**src/rtl/vc_val_rdy_pipe_reg_if.sv**
```systemverilog
// Val/rdy handshake bundle for elastic pipeline ports.
// Master drives val/msg, slave answers with rdy.
interface vc_val_rdy_pipe_reg_if #(
  parameter int p_nbits = 32
);
  logic               val;
  logic               rdy;
  logic [p_nbits-1:0] msg;

  modport master (
    output val,
    output msg,
    input  rdy
  );

  modport slave (
    input  val,
    input  msg,
    output rdy
  );
endinterface

```
**src/rtl/vc_val_rdy_pipe_reg.sv**
```systemverilog
// Stallable N-deep val/rdy register chain with flush.
// Bubbles collapse so a stalled output lets upstream fill.
module vc_val_rdy_pipe_reg #(
  parameter int               p_nbits       = 32,
  parameter int               p_nstages     = 2,
  parameter logic [p_nbits-1:0] p_reset_value = '0
) (
  input  logic                   clk,
  input  logic                   reset,
  input  logic                   flush,
  vc_val_rdy_pipe_reg_if.slave   enq,
  vc_val_rdy_pipe_reg_if.master  deq,
  output logic [$clog2(p_nstages+1)-1:0] count
);

  localparam int CW = $clog2(p_nstages + 1);

  logic [p_nstages-1:0] val_q;
  logic [p_nbits-1:0]   data_q [p_nstages];
  logic [p_nstages-1:0] go;
  logic [p_nstages-1:0] ld;

  // Walk from the output side so each stage sees
  // whether its downstream neighbour frees up.
  always_comb begin
    logic down_ld;
    go      = '0;
    ld      = '0;
    down_ld = deq.rdy;
    for (int i = p_nstages - 1; i >= 0; i--) begin
      go[i]   = val_q[i] & down_ld;
      ld[i]   = !val_q[i] | go[i];
      down_ld = ld[i];
    end
  end

  assign enq.rdy = ld[0] & !flush & !reset;
  assign deq.val = val_q[p_nstages-1];
  assign deq.msg = data_q[p_nstages-1];

  always_ff @(posedge clk) begin
    if (reset) begin
      val_q <= '0;
      for (int i = 0; i < p_nstages; i++)
        data_q[i] <= p_reset_value;
    end else if (flush) begin
      val_q <= '0;
    end else begin
      if (ld[0]) begin
        val_q[0] <= enq.val;
        if (enq.val)
          data_q[0] <= enq.msg;
      end
      // Bubbles move forward but never overwrite data.
      for (int i = 1; i < p_nstages; i++) begin
        if (ld[i]) begin
          val_q[i] <= val_q[i-1];
          if (val_q[i-1])
            data_q[i] <= data_q[i-1];
        end
      end
    end
  end

  always_comb begin
    count = '0;
    for (int i = 0; i < p_nstages; i++)
      count = count + CW'(val_q[i]);
  end

  a_ctrl_known: assert property (
    @(posedge clk) disable iff (reset)
    !$isunknown({enq.val, deq.rdy, flush})
  );

endmodule

```
**src/flat_wrapper.sv**
```systemverilog
// flat-port wrapper written by rule: the top's interface ports become plain ports
module vc_val_rdy_pipe_reg_flat 
#(
  parameter int               p_nbits       = 32,
  parameter int               p_nstages     = 2,
  parameter logic [p_nbits-1:0] p_reset_value = '0
)
  (clk, reset, flush, count, enq_val, enq_msg, enq_rdy, deq_val, deq_msg, deq_rdy);
  vc_val_rdy_pipe_reg_if #(.p_nbits(p_nbits)) enq_i ();
  vc_val_rdy_pipe_reg_if #(.p_nbits(p_nbits)) deq_i ();
  input  logic clk;
  input  logic reset;
  input  logic flush;
  output logic [$clog2(p_nstages+1)-1:0] count;
  input wire logic [$bits(enq_i.val)-1:0] enq_val;
  input wire logic [$bits(enq_i.msg)-1:0] enq_msg;
  output wire logic [$bits(enq_i.rdy)-1:0] enq_rdy;
  output wire logic [$bits(deq_i.val)-1:0] deq_val;
  output wire logic [$bits(deq_i.msg)-1:0] deq_msg;
  input wire logic [$bits(deq_i.rdy)-1:0] deq_rdy;
  assign enq_i.val = enq_val;
  assign enq_i.msg = enq_msg;
  assign enq_rdy = enq_i.rdy;
  assign deq_val = deq_i.val;
  assign deq_msg = deq_i.msg;
  assign deq_i.rdy = deq_rdy;
  vc_val_rdy_pipe_reg #(.p_nbits(p_nbits), .p_nstages(p_nstages), .p_reset_value(p_reset_value)) u_core (.clk(clk), .reset(reset), .flush(flush), .enq(enq_i), .deq(deq_i), .count(count));
endmodule
```
**config.mk**
```make
export PLATFORM = sky130hd
export DESIGN_NAME = vc_val_rdy_pipe_reg_flat
export DESIGN_NICKNAME = d
export VERILOG_FILES = /design/src/rtl/vc_val_rdy_pipe_reg_if.sv /design/src/rtl/vc_val_rdy_pipe_reg.sv /design/src/flat_wrapper.sv
export SDC_FILE = /design/constraint.sdc
export NUM_CORES = 1
export LEC_CHECK = 0
export ABC_AREA = 0
export ABC_CLOCK_PERIOD_IN_PS = 4400
export BUFFER_PORTS_ARGS = -buffer_cell sky130_fd_sc_hd__buf_4
export CAP_MARGIN = 20
export CORE_UTILIZATION = 35
export DETAILED_ROUTE_END_ITERATION = 10
export PLACE_DENSITY = 0.68
export SKIP_CTS_REPAIR_TIMING = 1
export SLEW_MARGIN = 20
export SYNTH_ARGS = -nofsm -noshare
export SYNTH_HDL_FRONTEND = slang
export SYNTH_SLANG_ARGS = --single-unit
export TNS_END_PERCENT = 100
```
**constraint.sdc**
```tcl
create_clock -name clk -period 4.4 [get_ports clk]
set_input_delay 0.66 -clock clk [delete_from_list [all_inputs] [get_ports clk]]
set_output_delay 0.66 -clock clk [all_outputs]
set_load 0.1 [all_outputs]
```
### Word-level counts from Yosys, hierarchy flattened

Memories as Yosys holds them, arrays and structs flattened.
Index checks and enable logic that the tools add are counted.

* multiplexer cells: 14
* add/subtract/negate cells: 1
* reduce and logical (&&, ||, !) cells: 5
* bitwise logic cells: 8

Operators with widths (count)
* 32-bit two-way mux: 2
* 1-bit two-way mux: 12
* 1-bit AND: 4
* 1-bit logical NOT: 4
* 1-bit bitwise OR: 4
* 1-bit by 1-bit adder with 2-bit output: 1
* 2-bit OR reduction: 1

* memories: 1
* input port bits: 37
* RAM bits: 64
* flip-flop bits (word level): 2
* logic and storage cells: 31
* output and inout port bits: 36

Memories
* u_core.data_q: words 2, width 32, rd ports 2, clocked after memory_dff 0, write ports 2, RTL line vc_val_rdy_pipe_reg.sv:19 `logic [p_nbits-1:0] data_q [p_nstages];`

### Depth between registers and ports, before layout

Gate-level depths: netlist of run 1.

* depth in word-level cells: 9
* gate-level depth with buffers: 5
* mapped depth without buffers: 2

### Least setup slack after synthesis of run 1

OpenSTA, ideal clock, no wires.

* path type: flip-flop to flip-flop
* start point: register u_core.val_q[1]
* end point: memory u_core.data_q[0][0] (enable)
* required time: 3.972 ns
* arrival time: 2.942 ns
* period minus slack after synthesis: 3.370 ns
* cell stages (with the launch flop): 6
* path buffers: 3
* library setup time: 0.428 ns
* path slack: 1.030 ns
* cell sequence: dfxtp_1 and3b_1 clkbuf_1 buf_6 buf_6 o21bai_1

RTL lines
* start: declaration: RTL line vc_val_rdy_pipe_reg.sv:18 `logic [p_nstages-1:0] val_q;`
* start signal: indexed assignment: RTL line vc_val_rdy_pipe_reg.sv:57 `val_q[i] <= val_q[i-1];`
* end: declaration: RTL line vc_val_rdy_pipe_reg.sv:19

### Worst setup path after layout of run 1

* start point: input reset
* end point: output enq_rdy

* cells in the longest elaborated chain, start to end: 2

Ends and longest elaborated chain
* start: declaration: RTL line flat_wrapper.sv:12 `input logic reset;`
* 1-bit logical NOT: RTL line vc_val_rdy_pipe_reg.sv:37 `assign enq.rdy = ld[0] & !flush & !reset;`
* 1-bit AND: RTL line vc_val_rdy_pipe_reg.sv:37
* end: declaration: RTL line flat_wrapper.sv:17 `output wire logic [$bits(enq_i.rdy)-1:0] enq_rdy;`

Every way passes these cells.

==> results.cfg, run 1 <==
[worst_setup_path]
crit_chain = buf_4, or2_4, nor2_1, buf_4
crit_slowest_cell = or2_4
rrSetupSlack_ns = 2.41
arrival_ns = 1.81
endpoint_kind = primary output
cp_top_family = simple AND/OR/NAND/NOR gates
crit_path_start = reset
critPathKind = input pin to primary output
rr_endpoint = u_core.data_q[0][0]
worstPathMaxFanout = 67
required_ns = 3.74
max_stage_delay_ns = 0.70
endpoint = enq_rdy
r2r_cells = 3
crit_buf_inv = 2
timing.rr.start = u_core.val_q[0]
crit_cells = 4
start_kind = input pin
crit_top_cell = buf_4

[logic_synthesis]
synth_top_area_share = 0.6066
yosysTopAreaCell = edfxtp_1
ys_types = 18
postSynthCellCount = 197
syn-num-nets = 235
seq_area_frac_synth = 0.6193
synth_area_leaders = edfxtp_1, nor4b_2, nor4b_1
synth_warnings = 0
syn_avg_cell_area_um2 = 16.08
ys_ff_latch = 66
netlist_area_um2 = 3168

[route]
wirelength_um = 5400
detail_route.wl_per_cell_um = 15.88
drc = 0
drtIter0Drc = 45
antenna_left = 0
drtPass1Iterations = 4
viasPerCell = 5.059
vias = 1720

[die]
die_x_um = 97.14
start_util = 0.3615
boundaryPins = 73
core_um2 = 8763
dieArea_um2 = 9436
core.rowCount = 34
die_h_um = 97.14

[status]
run_status = finished clean

[timing]
min_period_over_period = 0.5617
drv_slew = 0
setup-violations-final = 0
rsz0062_at_grt = false
slew_headroom = 0.3500
tightest_slew_ns = 0.9725
hold_violations = 0
fmax_mhz = 404.6
min_period_ns = 2.472
fin_setup_tns_ns = 0
finClkSkew_ns = 0.007224

[cts]
cts.clk_slew.worst_paths_ns = 0.07
h-tree-depth = 3
cts_tree = done
cts.sinks = 66
clockRootBuffer = clkbuf_8
clock_latency_ns = 0.34
cts_buffers = 9
clk_path_buf_depth = 2

[cells_and_area]
drive_gt1_frac = 0.5129
antennaDiodeCount = 0
final_cells = 340
final_nets = 266
area_delta_synth_final_pct = 15.01
mostFrequentLayoutCell = buf_4
mostFrequentLayoutCells = buf_4, edfxtp_1, nor4b_1, nor4b_2, clkbuf_8

[placed_design]
gp_congestion = 0.7536
portBuffers = 72
placed_cells = 325
dp_hpwl_um = 3039

[global_routing]
grt.total_usage = 0.1163
antenna_found_initial = 0
grt_pass1_vias = 1617
grt_overflow_total = 0
grt_first_pass_wirelength_um = 8445
grt_max_degree = 68

[power]
peakVddDrop_mv = 0.1247
p_leak_nw = 1.277
p_per_area_nw_per_um2 = 384.4

[flow_run]
maxCapViolCount = 0

[worst_hold_path]
worst_hold_path_type = register to register
cells in the mapped netlist:
master	count
ha_1	1
nor4b_2	27
buf_6	8
dfxtp_1	2
buf_4	32
clkbuf_1	8
nor2_1	2
inv_1	2
a31o_2	1
edfxtp_1	64
nor4b_1	37
buf_2	6
or2_1	1
a21oi_1	1
o21ba_2	1
o21bai_1	1
nand2b_1	2
and3b_1	1
area by class of cell:
class                           instances  area (um^2)
Multi-Input combinational cell         75        833.3
Inverter                                2        7.507
Tap cell                              108        135.1
Fill cell                             818         5120
Sequential cell                        66         1962
Clock buffer                           10        127.6
Timing Repair Buffer                   74        555.5
Clock inverter                          5        22.52
routing by layer:
metal / up-vias / wire, um / GRT usage
li1: 802 / - / -
met1: 851 / 2479 / 0.1588
met2: 55 / 2536 / 0.1631
met3: 12 / 268 / 0.03525
met4: 0 / 116 / 0.06659
met5: - / 0 / 0
metrics by stage:
step	hold slack (ns)	total power (W)	utilization	setup slack, ns	instance area (um^2)
finish	0.5571	0.001400	0.4158	1.928	3643
floorplan	0.4638	0.0009588	-	1.030	3168
global route	0.5748	0.001457	0.4158	1.841	3643
detailed placement	0.5420	0.001000	0.3986	1.894	3493
CTS	0.5550	0.001416	0.4158	1.905	3643
global placement	0.5216	0.0009971	0.3986	1.919	3493
sequential cells by signal (all words and copies together), names as in the netlist:
| register | count |
|---|---|
| u_core.data_q | 64 |
| u_core.val_q | 2 |
worst min path at each step:
stage / startpoint / endpoint / cells past startpoint
global route: u_core.val_q[1] / u_core.val_q[1] / 2
global placement: u_core.val_q[0] / u_core.val_q[1] / 2
detailed placement: u_core.val_q[0] / u_core.val_q[1] / 2
floorplan: u_core.val_q[0] / u_core.val_q[1] / 2
finish: u_core.val_q[0] / u_core.val_q[1] / 2
CTS: u_core.val_q[0] / u_core.val_q[1] / 2
power by group:
part | internal [W] | leakage [nW] | switching [W] | total [W]
Combinational | 0.0000646 | 0.506 | 0.000180 | 0.000245
Sequential | 0.000730 | 0.690 | 0.00000958 | 0.000739
Clock | 0.000195 | 0.0808 | 0.000222 | 0.000416
Total | 0.000989 | 1.28 | 0.000412 | 0.00140
worst min-delay path, stage by stage, from the launching register on:
cell and delay [ns]:
dfxtp_1 0.38, inv_1 0.08, a21oi_1 0.05
kinds of logic after synthesis:
| family | count (synthesis) | synth area share |
|---|---|---|
| AOI/OAI and AO/OA | 4 | 0.009874 |
| DFF | 66 | 0.6193 |
| and+or+nand+nor | 70 | 0.2413 |
| adders and majority gates | 1 | 0.003949 |
| buffers and inverters | 56 | 0.1256 |
Power figures use the tool's default switching activity.
==> run 2, diff against run 1 <==
--- a/config.mk
+++ b/config.mk
@@ -6,7 +6,7 @@
 export NUM_CORES = 1
 export LEC_CHECK = 0
 export ABC_AREA = 0
-export ABC_CLOCK_PERIOD_IN_PS = 4400
+export ABC_CLOCK_PERIOD_IN_PS = 2500
 export BUFFER_PORTS_ARGS = -buffer_cell sky130_fd_sc_hd__buf_4
 export CAP_MARGIN = 20
 export CORE_UTILIZATION = 35
==> constraint.sdc (replaced) <==
create_clock -name clk -period 2.5 [get_ports clk]
set_input_delay 0.375 -clock clk [delete_from_list [all_inputs] [get_ports clk]]
set_output_delay 0.375 -clock clk [all_outputs]
set_load 0.1 [all_outputs]
==> results.cfg, run 2 (synthesis results as in run 1) <==
[power]
p_clk_frac = 0.319
switchingPower_w = 0.0007111
p_leak_nw = 1.308
p_per_area_nw_per_um2 = 688.2
netSwitchingFraction = 0.2776
internal_power_w = 0.001851
peakVddDrop_mv = 0.2815
seqPwrFrac = 0.508
p_comb_frac = 0.173

[route]
wl_met1_um = 2302
top_layer = met4
drtIter0Drc = 54
wl_met2_um = 2687
wl_met3_um = 270
detail_route.wl_per_cell_um = 15.64
wirelength_um = 5364
drc = 0
vias = 1657
antenna_left = 0
drtPass1Iterations = 4
viasPerCell = 4.831

[cells_and_area]
drive_gt1_frac = 0.5191
reg.largest.list = u_core.data_q x64, u_core.val_q x2
largest-register = u_core.data_q
antennaDiodeCount = 0
mostFrequentLayoutCells = buf_4, edfxtp_1, nor4b_1, nor4b_2, clkbuf_8
largest_reg_flops = 64
nFillCells = 806
mostFrequentLayoutCell = buf_4
final_nets = 269
area_delta_synth_final_pct = 17.50
finalCoreUtilization = 0.4248

[worst_setup_path]
r2r_cells = 3
max_stage_delay_ns = 0.50
rr_endpoint = u_core.data_q[0][11]
endpoint_kind = primary output
worstPathMaxFanout = 25
critPathKind = register to primary output
crit_slowest_cell = and3b_4
crit_path_start = u_core.val_q[0]
required_ns = 2.12
arrival_ns = 1.58
endpoint = enq_rdy
crit_chain = and3b_4, nor2_4, buf_4
start_kind = register
rrSetupSlack_ns = 0.58
timing.rr.start = u_core.val_q[0]

[placed_design]
portBuffers = 72
gp_congestion = 0.6513
dp_hpwl_um = 3333

[die]
boundaryPins = 73
die_h_um = 97.14
core_um2 = 8763
die_x_um = 97.14
dieArea_um2 = 9436
start_util = 0.3615
core.rowCount = 34

[global_routing]
grt_pass1_vias = 1633
antenna_found_initial = 0
grt_max_degree = 46
grt_first_pass_wirelength_um = 8328
grt_overflow_total = 0
grt.total_usage = 0.1165

[timing]
drv_slew = 0
slew_headroom = 0.3508
min_period_ns = 1.959
hold_violations = 0
min_period_over_period = 0.7835
rsz0062_at_grt = false
fmax_mhz = 510.5
tightest_slew_ns = 0.9712
fin_setup_tns_ns = 0
setup-violations-final = 0
finClkSkew_ns = 0.005771

[cts]
clock_latency_ns = 0.33
cts.clk_slew.worst_paths_ns = 0.07
clk_path_buf_depth = 2
cts.sinks = 66
clockRootBuffer = clkbuf_8
h-tree-depth = 3
cts_buffers = 9
cts_tree = done

[flow_run]
maxCapViolCount = 0

[worst_hold_path]
worst_hold_path_type = input pin to register

[status]
run_status = finished clean
==> run 2: cell count changes in the layout (fill, tap and decap cells not counted) <==
cell / change
buf_12: +2
nor2_1: -1
clkinv_1: +1
buf_4: +1
clkinv_2: -2
bufinv_16: +1
nor2_4: +1
==> run 2: worst min path at each step <==
stage,slack (ns),cells after the start,to,startpoint
2_1_floorplan,0.46,2,u_core.val_q[1],u_core.val_q[0]
5_1_grt,0.30,2,u_core.val_q[0],enq_val
3_5_place_dp,0.54,2,u_core.val_q[1],u_core.val_q[0]
3_3_place_gp,0.52,2,u_core.val_q[1],u_core.val_q[0]
6_report,0.31,2,u_core.val_q[0],enq_val
4_1_cts,0.30,2,u_core.val_q[0],enq_val
==> run 2: final cells by class <==
cell class | count | area [um^2] | share of cell area
Sequential cell | 66 | 1962 | 0.5271
Multi-Input combinational cell | 75 | 840.8 | 0.2259
Clock buffer | 10 | 127.6 | 0.03429
Tap cell | 108 | 135.1 | 0.03630
Clock inverter | 5 | 46.29 | 0.01244
Timing Repair Buffer | 77 | 603.1 | 0.1620
Inverter | 2 | 7.507 | 0.002017
==> run 2: metal layers <==
metal,GRT usage,vias up
met3,0.02590,7
met2,0.1880,50
met4,0.07233,0
met1,0.1415,792
met5,0,-
li1,-,808
==> run 2: worst max-delay path: cells and delay by family (launching register included) <==
kind / cells / cell delay (ns)
buf+inv: 1 / 0.25
flops: 1 / 0.44
simple gates: 2 / 0.56
==> run 2: power by group through the flow <==
stage / Clock, W / Sequential (W) / Combinational, W
2_1_floorplan: 0 / 0.00132 / 0.000369
3_3_place_gp: 0 / 0.00132 / 0.000444
3_5_place_dp: 0 / 0.00133 / 0.000447
4_1_cts: 0.000841 / 0.00130 / 0.000448
5_1_grt: 0.000885 / 0.00131 / 0.000461
6_report: 0.000818 / 0.00130 / 0.000443
==> run 2: metrics by stage <==
step	worst slack [ns]	hold WS [ns]	power (W)	cell area (um^2)	instances
floorplan	0.1492	0.4638	0.001689	3187	197
global placement	0.5042	0.5216	0.001767	3548	328
detailed placement	0.4684	0.5365	0.001773	3548	328
CTS	0.5070	0.2959	0.002592	3722	343
global route	0.4429	0.2981	0.002653	3722	343
finish	0.5413	0.3100	0.002562	3722	343
==> run 3, diff against run 2 <==
--- a/config.mk
+++ b/config.mk
@@ -6,12 +6,12 @@
 export NUM_CORES = 1
 export LEC_CHECK = 0
 export ABC_AREA = 0
-export ABC_CLOCK_PERIOD_IN_PS = 2500
+export ABC_CLOCK_PERIOD_IN_PS = 1730
 export BUFFER_PORTS_ARGS = -buffer_cell sky130_fd_sc_hd__buf_4
 export CAP_MARGIN = 20
 export CORE_UTILIZATION = 35
 export DETAILED_ROUTE_END_ITERATION = 10
-export PLACE_DENSITY = 0.68
+export PLACE_DENSITY = 0.7
 export SKIP_CTS_REPAIR_TIMING = 1
 export SLEW_MARGIN = 20
 export SYNTH_ARGS = -nofsm -noshare
==> constraint.sdc (replaced) <==
create_clock -name clk -period 1.73 [get_ports clk]
set_input_delay 0.2595 -clock clk [delete_from_list [all_inputs] [get_ports clk]]
set_output_delay 0.2595 -clock clk [all_outputs]
set_load 0.1 [all_outputs]
==> results.cfg, run 3 (synthesis results as in run 1) <==
[global_routing]
grt_overflow_total = 0
grt.total_usage = 0.1233
grt_max_degree = 37
grt_first_pass_wirelength_um = 9018
grt_pass1_vias = 1744
antenna_found_initial = 0

[timing]
rsz0062_at_grt = false
drv_slew = 0
tightest_slew_ns = 0.8709
hold_violations = 0
slew_headroom = 0.4194
min_period_ns = 1.651
finClkSkew_ns = 0.004725
setup-violations-final = 0
min_period_over_period = 0.9545
fmax_mhz = 605.6

[worst_hold_path]
holdCritStartpoint = enq_val
worst_hold_path_type = input pin to register
holdPathEnd = u_core.val_q[0]
min_path_cells = 2

[cts]
cts_buffers = 9
cts_tree = done
clockRootBuffer = clkbuf_8
cts.sinks = 66
cts.clk_slew.worst_paths_ns = 0.07
clock_latency_ns = 0.33
h-tree-depth = 3
clk_path_buf_depth = 2

[die]
core_um2 = 8763
dieArea_um2 = 9436
boundaryPins = 73
start_util = 0.3615
die_x_um = 97.14
core.rowCount = 34
die_h_um = 97.14

[route]
drtIter0Drc = 45
viasPerCell = 4.971
wirelength_um = 5471
drc = 0
drtPass1Iterations = 4
antenna_left = 0
detail_route.wl_per_cell_um = 15.81
vias = 1720

[cells_and_area]
largest-register = u_core.data_q
reg.largest.list = u_core.data_q x64, u_core.val_q x2
fin_area_um2 = 3787
mostFrequentLayoutCells = buf_4, edfxtp_1, nor4b_1, nor4b_2, clkbuf_8
antennaDiodeCount = 0
drive_gt1_frac = 0.5336
area_delta_synth_final_pct = 19.55
nFillCells = 789
largest_reg_flops = 64
final_nets = 272
mostFrequentLayoutCell = buf_4

[worst_setup_path]
critPathKind = register to primary output
cp_top_family = buffers and inverters
rr_endpoint = u_core.data_q[0][36]
timing.rr.start = u_core.val_q[1]
crit_cells = 4
crit_chain = buf_4, and3b_4, nor2_4, buf_4
start_kind = register
r2r_cells = 2
arrival_ns = 1.39
crit_top_cell = buf_4
endpoint_kind = primary output
crit_buf_inv = 2
rrSetupSlack_ns = 0.16
crit_slowest_cell = dfxtp_1
required_ns = 1.47
worstPathMaxFanout = 4
max_stage_delay_ns = 0.32

[placed_design]
portBuffers = 72
placed_area_um2 = 3612
gp_congestion = 0.7292
dp_hpwl_um = 3273

[power]
p_leak_nw = 1.335
peakVddDrop_mv = 0.4676
p_per_area_nw_per_um2 = 983.8
netSwitchingFraction = 0.2785
internal_power_w = 0.002688
seqPwrFrac = 0.503
p_comb_frac = 0.175
p_clk_frac = 0.321
switchingPower_w = 0.001038
power_w = 0.003726

[status]
run_status = finished clean

[flow_run]
maxCapViolCount = 0
run 3: changes by cell type in the layout (fill, tap and decap cells not counted):
cell / delta
clkinv_2: +1
dfxtp_1: -1
clkinv_1: -2
clkbuf_1: +1
buf_12: +3
dfxtp_4: +1
run 3: worst max-delay path by stage:
stage,from,end,slack (ns)
2_1_floorplan,u_core.val_q[1],u_core.data_q[0][0],-0.22
3_3_place_gp,deq_rdy,u_core.data_q[0][32],0.13
3_5_place_dp,deq_rdy,u_core.data_q[0][59],0.09
4_1_cts,u_core.val_q[0],enq_rdy,0.06
5_1_grt,u_core.val_q[0],enq_rdy,0.01
6_report,u_core.val_q[0],enq_rdy,0.08
run 3: layout make-up:
class                   count  area (um^2)  share of cell area
clock inverters             4        43.79             0.01156
multi-input cells          75        840.8              0.2220
inverters                   2        7.507            0.001982
well taps                 108        135.1             0.03568
clock buffers              11        131.4             0.03469
repair buffers             80        663.1              0.1751
flip-flops and latches     66         1966              0.5190
run 3: through the flow:
stage / hold slack [ns] / instances / worst slack [ns] / utilization / setup TNS [ns]
CTS: 0.1817 / 346 / 0.05591 / 0.4322 / 0
finish: 0.2018 / 346 / 0.07865 / 0.4322 / 0
floorplan: 0.4014 / 197 / -0.2214 / - / -7.115
global placement: 0.5231 / 331 / 0.1331 / 0.4122 / 0
global route: 0.1843 / 346 / 0.01422 / 0.4322 / 0
detailed placement: 0.5404 / 331 / 0.09482 / 0.4122 / 0
run 3: metal layers:
layer	share of wire	global-route usage
met5	0	0
met4	0.015	0.06200
met3	0.058	0.03957
met2	0.47	0.1885
met1	0.46	0.1569
run 3: power groups by stage:
stage               registers [W]  logic (W)  clock network (W)
floorplan                 0.00191   0.000535                  0
finish                    0.00188   0.000653            0.00120
global route              0.00188   0.000680            0.00131
CTS                       0.00188   0.000659            0.00124
global placement          0.00191   0.000651                  0
detailed placement        0.00191   0.000658                  0
